## src/rtl/input_conditioner_pkg.sv

```systemverilog
// Shared constants, per-channel output record and counter sizing for input_conditioner.
package input_conditioner_pkg;

    localparam int DEBOUNCE_20MS_AT_50MHZ = 1000000;
    localparam int DEBOUNCE_SIM           = 8;

    typedef struct packed {
        logic level;
        logic rise;
        logic fall;
        logic toggle;
    } chan_out_t;

    // Width that holds 0..cycles-1; never narrower than one bit.
    function automatic int cnt_width(input int cycles);
        return (cycles < 2) ? 1 : $clog2(cycles);
    endfunction

endpackage

```

## src/rtl/input_conditioner_if.sv

```systemverilog
// Pad-side and user-side signal bundle of input_conditioner; master drives RAW, slave is the conditioner.
interface input_conditioner_if #(
    parameter int CHANNELS = 4
);

    logic [CHANNELS-1:0] RAW;
    logic [CHANNELS-1:0] LEVEL;
    logic [CHANNELS-1:0] RISE;
    logic [CHANNELS-1:0] FALL;
    logic [CHANNELS-1:0] TOGGLE;

    modport master (
        output RAW,
        input  LEVEL,
        input  RISE,
        input  FALL,
        input  TOGGLE
    );

    modport slave (
        input  RAW,
        output LEVEL,
        output RISE,
        output FALL,
        output TOGGLE
    );

endinterface

```

## src/rtl/input_conditioner_debounce_channel.sv

```systemverilog
// One conditioner channel: synchroniser, saturating debounce counter, edge pulses, toggle latch.
// Toggle latch is built only when INPUT_CONDITIONER_TOGGLE_EN is defined; otherwise TOGGLE is 0.
module debounce_channel
    import input_conditioner_pkg::*;
#(
    parameter int DEBOUNCE_CYCLES = DEBOUNCE_SIM,
    parameter int SYNC_STAGES     = 2
) (
    input  logic      clk,
    input  logic      rst_n,
    input  logic      din,
    output chan_out_t dout
);

    localparam int              CNT_W   = cnt_width(DEBOUNCE_CYCLES);
    localparam logic [CNT_W-1:0] CNT_MAX = CNT_W'(DEBOUNCE_CYCLES - 1);

    logic [SYNC_STAGES-1:0] sync_q, sync_d;
    logic [CNT_W-1:0]       cnt_q, cnt_d;
    logic                   level_q, level_d;
    logic                   rise_q, rise_d;
    logic                   fall_q, fall_d;
    logic                   sample;
    logic                   toggle_out;

    assign sample = sync_q[SYNC_STAGES-1];

    always_comb begin
        sync_d  = {sync_q[SYNC_STAGES-2:0], din};
        cnt_d   = cnt_q;
        level_d = level_q;
        rise_d  = 1'b0;
        fall_d  = 1'b0;
        if (sample == level_q) begin
            cnt_d = '0;
        end else if (cnt_q == CNT_MAX) begin
            // The sample has differed for DEBOUNCE_CYCLES consecutive clocks: accept it.
            level_d = sample;
            cnt_d   = '0;
            rise_d  = sample;
            fall_d  = ~sample;
        end else begin
            cnt_d = cnt_q + CNT_W'(1);
        end
    end

    always_ff @(posedge clk or negedge rst_n) begin
        if (!rst_n) begin
            sync_q  <= '0;
            cnt_q   <= '0;
            level_q <= 1'b0;
            rise_q  <= 1'b0;
            fall_q  <= 1'b0;
        end else begin
            sync_q  <= sync_d;
            cnt_q   <= cnt_d;
            level_q <= level_d;
            rise_q  <= rise_d;
            fall_q  <= fall_d;
        end
    end

`ifdef INPUT_CONDITIONER_TOGGLE_EN
    logic toggle_q, toggle_d;

    // Flips the clock after the RISE pulse, so it trails LEVEL by one cycle.
    always_comb begin
        toggle_d = toggle_q ^ rise_q;
    end

    always_ff @(posedge clk or negedge rst_n) begin
        if (!rst_n) begin
            toggle_q <= 1'b0;
        end else begin
            toggle_q <= toggle_d;
        end
    end

    assign toggle_out = toggle_q;
`else
    assign toggle_out = 1'b0;
`endif

    assign dout = '{level: level_q, rise: rise_q, fall: fall_q, toggle: toggle_out};

endmodule

```

## src/rtl/input_conditioner.sv

```systemverilog
// Per-channel input conditioner for DE1 buttons/switches: polarity fix, then one debounce_channel per bit.
// Optional toggle outputs are controlled by INPUT_CONDITIONER_TOGGLE_EN.
module input_conditioner
    import input_conditioner_pkg::*;
#(
    parameter int CHANNELS        = 4,
    parameter int DEBOUNCE_CYCLES = DEBOUNCE_20MS_AT_50MHZ,
    parameter int SYNC_STAGES     = 2,
    parameter int ACTIVE_LOW      = 1
) (
    input  logic                CLOCK_50,
    input  logic                RESET_N,
    input_conditioner_if.slave  bus
);

    logic [CHANNELS-1:0] raw_act;
    logic [CHANNELS-1:0] level_w;
    logic [CHANNELS-1:0] rise_w;
    logic [CHANNELS-1:0] fall_w;
    logic [CHANNELS-1:0] toggle_w;

    // Everything downstream of this inversion is active-high.
    assign raw_act = (ACTIVE_LOW != 0) ? ~bus.RAW : bus.RAW;

    for (genvar i = 0; i < CHANNELS; i++) begin : g_chan
        chan_out_t ch_out;

        debounce_channel #(
            .DEBOUNCE_CYCLES (DEBOUNCE_CYCLES),
            .SYNC_STAGES     (SYNC_STAGES)
        ) u_chan (
            .clk   (CLOCK_50),
            .rst_n (RESET_N),
            .din   (raw_act[i]),
            .dout  (ch_out)
        );

        assign level_w[i]  = ch_out.level;
        assign rise_w[i]   = ch_out.rise;
        assign fall_w[i]   = ch_out.fall;
        assign toggle_w[i] = ch_out.toggle;
    end

    assign bus.LEVEL  = level_w;
    assign bus.RISE   = rise_w;
    assign bus.FALL   = fall_w;
    assign bus.TOGGLE = toggle_w;

endmodule
```

## src/flat_wrapper.sv

```systemverilog
// flat-port wrapper written by rule: the top's interface ports become plain ports
module input_conditioner_flat import input_conditioner_pkg::*;
#(
    parameter int CHANNELS        = 4,
    parameter int DEBOUNCE_CYCLES = DEBOUNCE_20MS_AT_50MHZ,
    parameter int SYNC_STAGES     = 2,
    parameter int ACTIVE_LOW      = 1
)
  (CLOCK_50, RESET_N, bus_RAW, bus_LEVEL, bus_RISE, bus_FALL, bus_TOGGLE);
  input_conditioner_if #(.CHANNELS(CHANNELS)) bus_i ();
  input  logic CLOCK_50;
  input  logic RESET_N;
  input wire logic [$bits(bus_i.RAW)-1:0] bus_RAW;
  output wire logic [$bits(bus_i.LEVEL)-1:0] bus_LEVEL;
  output wire logic [$bits(bus_i.RISE)-1:0] bus_RISE;
  output wire logic [$bits(bus_i.FALL)-1:0] bus_FALL;
  output wire logic [$bits(bus_i.TOGGLE)-1:0] bus_TOGGLE;
  assign bus_i.RAW = bus_RAW;
  assign bus_LEVEL = bus_i.LEVEL;
  assign bus_RISE = bus_i.RISE;
  assign bus_FALL = bus_i.FALL;
  assign bus_TOGGLE = bus_i.TOGGLE;
  input_conditioner #(.CHANNELS(CHANNELS), .DEBOUNCE_CYCLES(DEBOUNCE_CYCLES), .SYNC_STAGES(SYNC_STAGES), .ACTIVE_LOW(ACTIVE_LOW)) u_core (.CLOCK_50(CLOCK_50), .RESET_N(RESET_N), .bus(bus_i));
endmodule
```

## config.mk

```make
export PLATFORM = sky130hd
export DESIGN_NAME = input_conditioner_flat
export DESIGN_NICKNAME = d
export VERILOG_FILES = /design/src/rtl/input_conditioner_pkg.sv /design/src/rtl/input_conditioner_if.sv /design/src/rtl/input_conditioner_debounce_channel.sv /design/src/rtl/input_conditioner.sv /design/src/flat_wrapper.sv
export SDC_FILE = /design/constraint.sdc
export NUM_CORES = 1
export LEC_CHECK = 0
export CAP_MARGIN = 20
export CORE_MARGIN = 2
export CORE_UTILIZATION = 40
export CTS_CLUSTER_DIAMETER = 80
export DETAILED_ROUTE_END_ITERATION = 10
export GPL_TIMING_DRIVEN = 1
export PLACE_DENSITY = 0.56
export SETUP_SLACK_MARGIN = 0.2
export SLEW_MARGIN = 20
export SYNTH_ARGS = -nofsm -noshare
export SYNTH_HDL_FRONTEND = slang
export SYNTH_SLANG_ARGS = --single-unit
```

## constraint.sdc

```tcl
create_clock -name CLOCK_50 -period 6.03 [get_ports CLOCK_50]
set_input_delay 1.5075 -clock CLOCK_50 [delete_from_list [all_inputs] [get_ports CLOCK_50]]
set_output_delay 1.5075 -clock CLOCK_50 [all_outputs]
set_load 0.1 [all_outputs]
```

# Word-level counts from Yosys, hierarchy flattened
# Index checks and enable logic that the tools add are counted.
totals:
  register_bits: 100
  elab_cells: 69
  in_bits: 6
  output_inout_bits: 16
classes:
  add_sub_neg: 4
  n_reduce_logical: 4
  bitwise_logic: 9
  eq_ne: 8
  n_mux: 24
op_table:
  columns: ["operator", "n"]
  rows:
  - ["$mux W20", 8]
  - ["$add A20 B1 Y20 const B", 4]
  - ["$eq A20 B20 Y1 const B", 4]
  - ["$mux W1", 16]
  - ["$not A1 Y1", 8]
  - ["$reduce_and A2 Y1", 4]
  - ["$eq A1 B1 Y1", 4]
  - ["$not A4 Y4", 1]

# Longest topological paths before layout
depth:
  depth_word: 3
  ltp_mapped: 6
  depth_no_buf: 5

# By module
# From an unflattened synthesis, not the netlist that was laid out.
hier_totals:
  cells_unflattened: 488
  hier_area_um2: 4844.6
modules_own_cells:
  columns: ["mod", "cells_each", "area_per_inst_um2", "seq_area_each_um2", "n_inst"]
  rows:
  - ["debounce_channel", 121, 1207.4, 625.6, 4]
  - ["input_conditioner", 4, 15.0, 0.0, 1]

# Worst setup path before layout
# No wires, ideal clock.
synth_path:
  kind: "register -> output"
  from: "register u_core.g_chan[0].u_chan.level_q"
  to: "output port bus_LEVEL[0]"
  path_buffers: 1
  t_required_ps: 4523
  path_stages_with_launch: 2
  setup_slack_ps: 3849
  t_arrival_ps: 673
  cell_sequence: "dfrtp_1 > buf_4"
synth_lines:
  columns: ["item", "line_no", "rtl"]
  rows:
  - ["start, declared", "input_conditioner_debounce_channel.sv:20", "logic level_q, level_d;"]
  - ["start signal, assigned", "input_conditioner_debounce_channel.sv:57", "level_q <= level_d;"]
  - ["end, declared", "flat_wrapper.sv:14", "output wire logic [$bits(bus_i.LEVEL)-1:0] bus_LEVEL;"]
# No word-level cell between the ends.

# Worst setup path in the final report
layout_path:
  from: "register u_core.g_chan[2].u_chan.level_q"
  to: "output port bus_LEVEL[2]"
layout_lines:
  columns: ["item", "line_no"]
  rows:
  - ["start, declared", "input_conditioner_debounce_channel.sv:20"]
  - ["start signal, assigned", "input_conditioner_debounce_channel.sv:57"]
# No word-level cell between the ends.

==> metrics.cfg <==
[clock_tree]
htreeDepth=3
cts_tree=done
clockBufferDepth=2
clock_sinks=100
clk_pin_slew_ps=60
ctsHoldBuffers=0
cts_resized=0
clkLatencyLatePin_ps=350
cts_setup_buffers=0
cts-root-buf=clkbuf_16
cts_buffers=9

[layout]
syn_to_final_growth_pct=10.7
insertedDiodeCount=0
nFillCells=1132
drive_above_1_share=0.0735
layout.nets=497

[timing]
fmax_ghz=0.291
fin_setup_tns_ps=0
fin_crit_sh=0.570
hold-worst-slack_ps=351
setup_viol=0
rsz0062_at_grt=false
slew_headroom=0.342
slew_violations=0
worst_pin_slew_ps=984
skew_ps=7.84
min_period_ps=3440
hold_viol=0

[critical_path]
end_kind=primary output
cp_cell_sequence=clkdlybuf4s50_1
cp-start-kind=flip-flop
critPathKind=reg2out
crit_arrival_ps=1930
path_max_fanout=5
slowest_delay_ps=1160
path_buf_inv=1
slowest_stage=clkdlybuf4s50_1
critPathRequiredTime_ps=4520
cp_top_family=buffers and inverters

[yosys]
synth_area_leaders=dfrtp_1 (52%), xor2_1 (4.5%), xnor2_1 (4.2%)
synthFlopType=dfrtp_1
syn_area_per_cell_um2=10.0
yosys_warnings=0
synth_top_area_cell=dfrtp_1
syn-cell-area_mm2=0.00482
synthMuxAreaShare=0.00934
yosys.area_share.adder=0.0104
ys_async_sr_fraction=1.00
yosysSeqAreaShare=0.519
synth.top_cell.area_share=0.519
synth_cell_types=42
synth_compound_area_frac=0.0729
synthSimpleGateAreaFrac=0.252
synth-seq-cells=100
synth_top_family_by_area=simple AND/OR/NAND/NOR gates
synth_edf_count=0
synth_xor_area_frac=0.0872
yosys-top-cells-count=dfrtp_1 (100), nor2_1 (53), nand3_1 (32)
synthesis.instances=480
yosysMostFrequentCell=dfrtp_1

[drt]
drc_errors=0
antenna_left=0
wl_per_cell_um=13.7
dr.pass1.iters=4
met1_length_um=4410
viasPerCell=5.34
highest_layer=met4
wl_met2_um=3880
via_count=3399
drt_iter0_drc=117
totalWireLength_um=8750
wl_met3_um=277

[power_and_ir_drop]
ir_drop_v=0.000118
power_density_mw_per_mm2=247
total_power_mw=1.32
p_leak_nw=2.12

[floorplanning]
core_mm2=0.0119
start_util=0.405
ios=22
fp-row-count=40
dieArea_mm2=0.0129
die_x_um=114
dieHeight_um=114

[global_routing]
overflow=0
grt_start_max_net_pins=58
grt_pass1_wl_um=15600
grt_use_total=0.149
grt_pass1_vias=3344
antenna_found_initial=0

[placement]
io_buffers=17
gp_congestion=0.784
dp_hpwl_um=5770

[run_status]
outcome=finished, final reports clean

[hold_path]
hold_path_class=reg2reg

[run]
drv_cap=0

## metrics by stage
| stage | cell area (µm²) | cells | worst slack (ps) | util |
|---|---|---|---|---|
| floorplan | 4830 | 483 | 3850 | - |
| global placement | 5040 | 623 | 2980 | 0.423 |
| detailed placement | 5040 | 623 | 2970 | 0.423 |
| CTS | 5340 | 637 | 2590 | 0.448 |
| global route | 5340 | 637 | 2550 | 0.448 |
| finish | 5340 | 637 | 2590 | 0.448 |
## where the power goes
part | total (mW) | switching (mW) | internal [mW]
registers | 0.690 | 0.0103 | 0.680
logic | 0.0502 | 0.0380 | 0.0122
clock network | 0.579 | 0.239 | 0.339
total | 1.32 | 0.288 | 1.03
## state kept, by name, summed over array words and instances (netlist names)
register                      cells
u_core.g_chan.u_chan.cnt_q       80
u_core.g_chan.u_chan.fall_q       4
u_core.g_chan.u_chan.level_q      4
u_core.g_chan.u_chan.rise_q       4
u_core.g_chan.u_chan.sync_q       8
## layout by cell type (no fill, tap or decap), types with 15 or more instances in the layout
cell type        count
o21ai_0             15
or4_1               15
nor2_1              53
a21oi_1             28
nand3_1             32
nand2_1             20
dfrtp_1            100
nand4_1             16
xor2_1              25
xnor2_1             23
inv_1               17
clkdlybuf4s50_1     16
## routing by layer
| layer | up-vias | track usage |
|---|---|---|
| met4 | 0 | 0.0683 |
| met1 | 1635 | 0.203 |
| met2 | 51 | 0.234 |
| met5 | - | 0 |
| li1 | 1700 | - |
| met3 | 13 | 0.0282 |
## cell type report
class / instances / area (µm²) / area share
sequential: 100 / 2500 / 0.469
multi-input combinational: 338 / 2100 / 0.393
clock buffer: 12 / 256 / 0.0481
timing repair buffer: 21 / 198 / 0.0371
tap: 147 / 184 / 0.0345
inverter: 17 / 63.8 / 0.0120
clock inverter: 2 / 35.0 / 0.00657
## final timing paths
check	startpoint	endpoint	slack (ps)	cells after the start
max reg2reg	u_core.g_chan[1].u_chan.cnt_q[0]	u_core.g_chan[1].u_chan.cnt_q[11]	3810	5
min in group asynchronous	RESET_N	u_core.g_chan[0].u_chan.sync_q[0]	1210	1
max	u_core.g_chan[2].u_chan.level_q	bus_LEVEL[2]	2590	1
max in group asynchronous	RESET_N	u_core.g_chan[3].u_chan.cnt_q[1]	3790	2
min	u_core.g_chan[0].u_chan.sync_q[0]	u_core.g_chan[0].u_chan.sync_q[1]	350	0
min reg2reg	u_core.g_chan[0].u_chan.sync_q[0]	u_core.g_chan[0].u_chan.sync_q[1]	350	0
## cells by family (layout without fill, tap and decap cells)
kind of cell / Yosys count / in the layout
adders and majority gates: 4 / 4
xor gates and xnor gates: 48 / 48
muxes: 4 / 4
AOI/OAI and AO/OA: 60 / 60
DFF: 100 / 100
other: 1 / 4
and+or+nand+nor: 218 / 218
buffers and inverters: 45 / 52
Power figures use the tool's default switching activity.
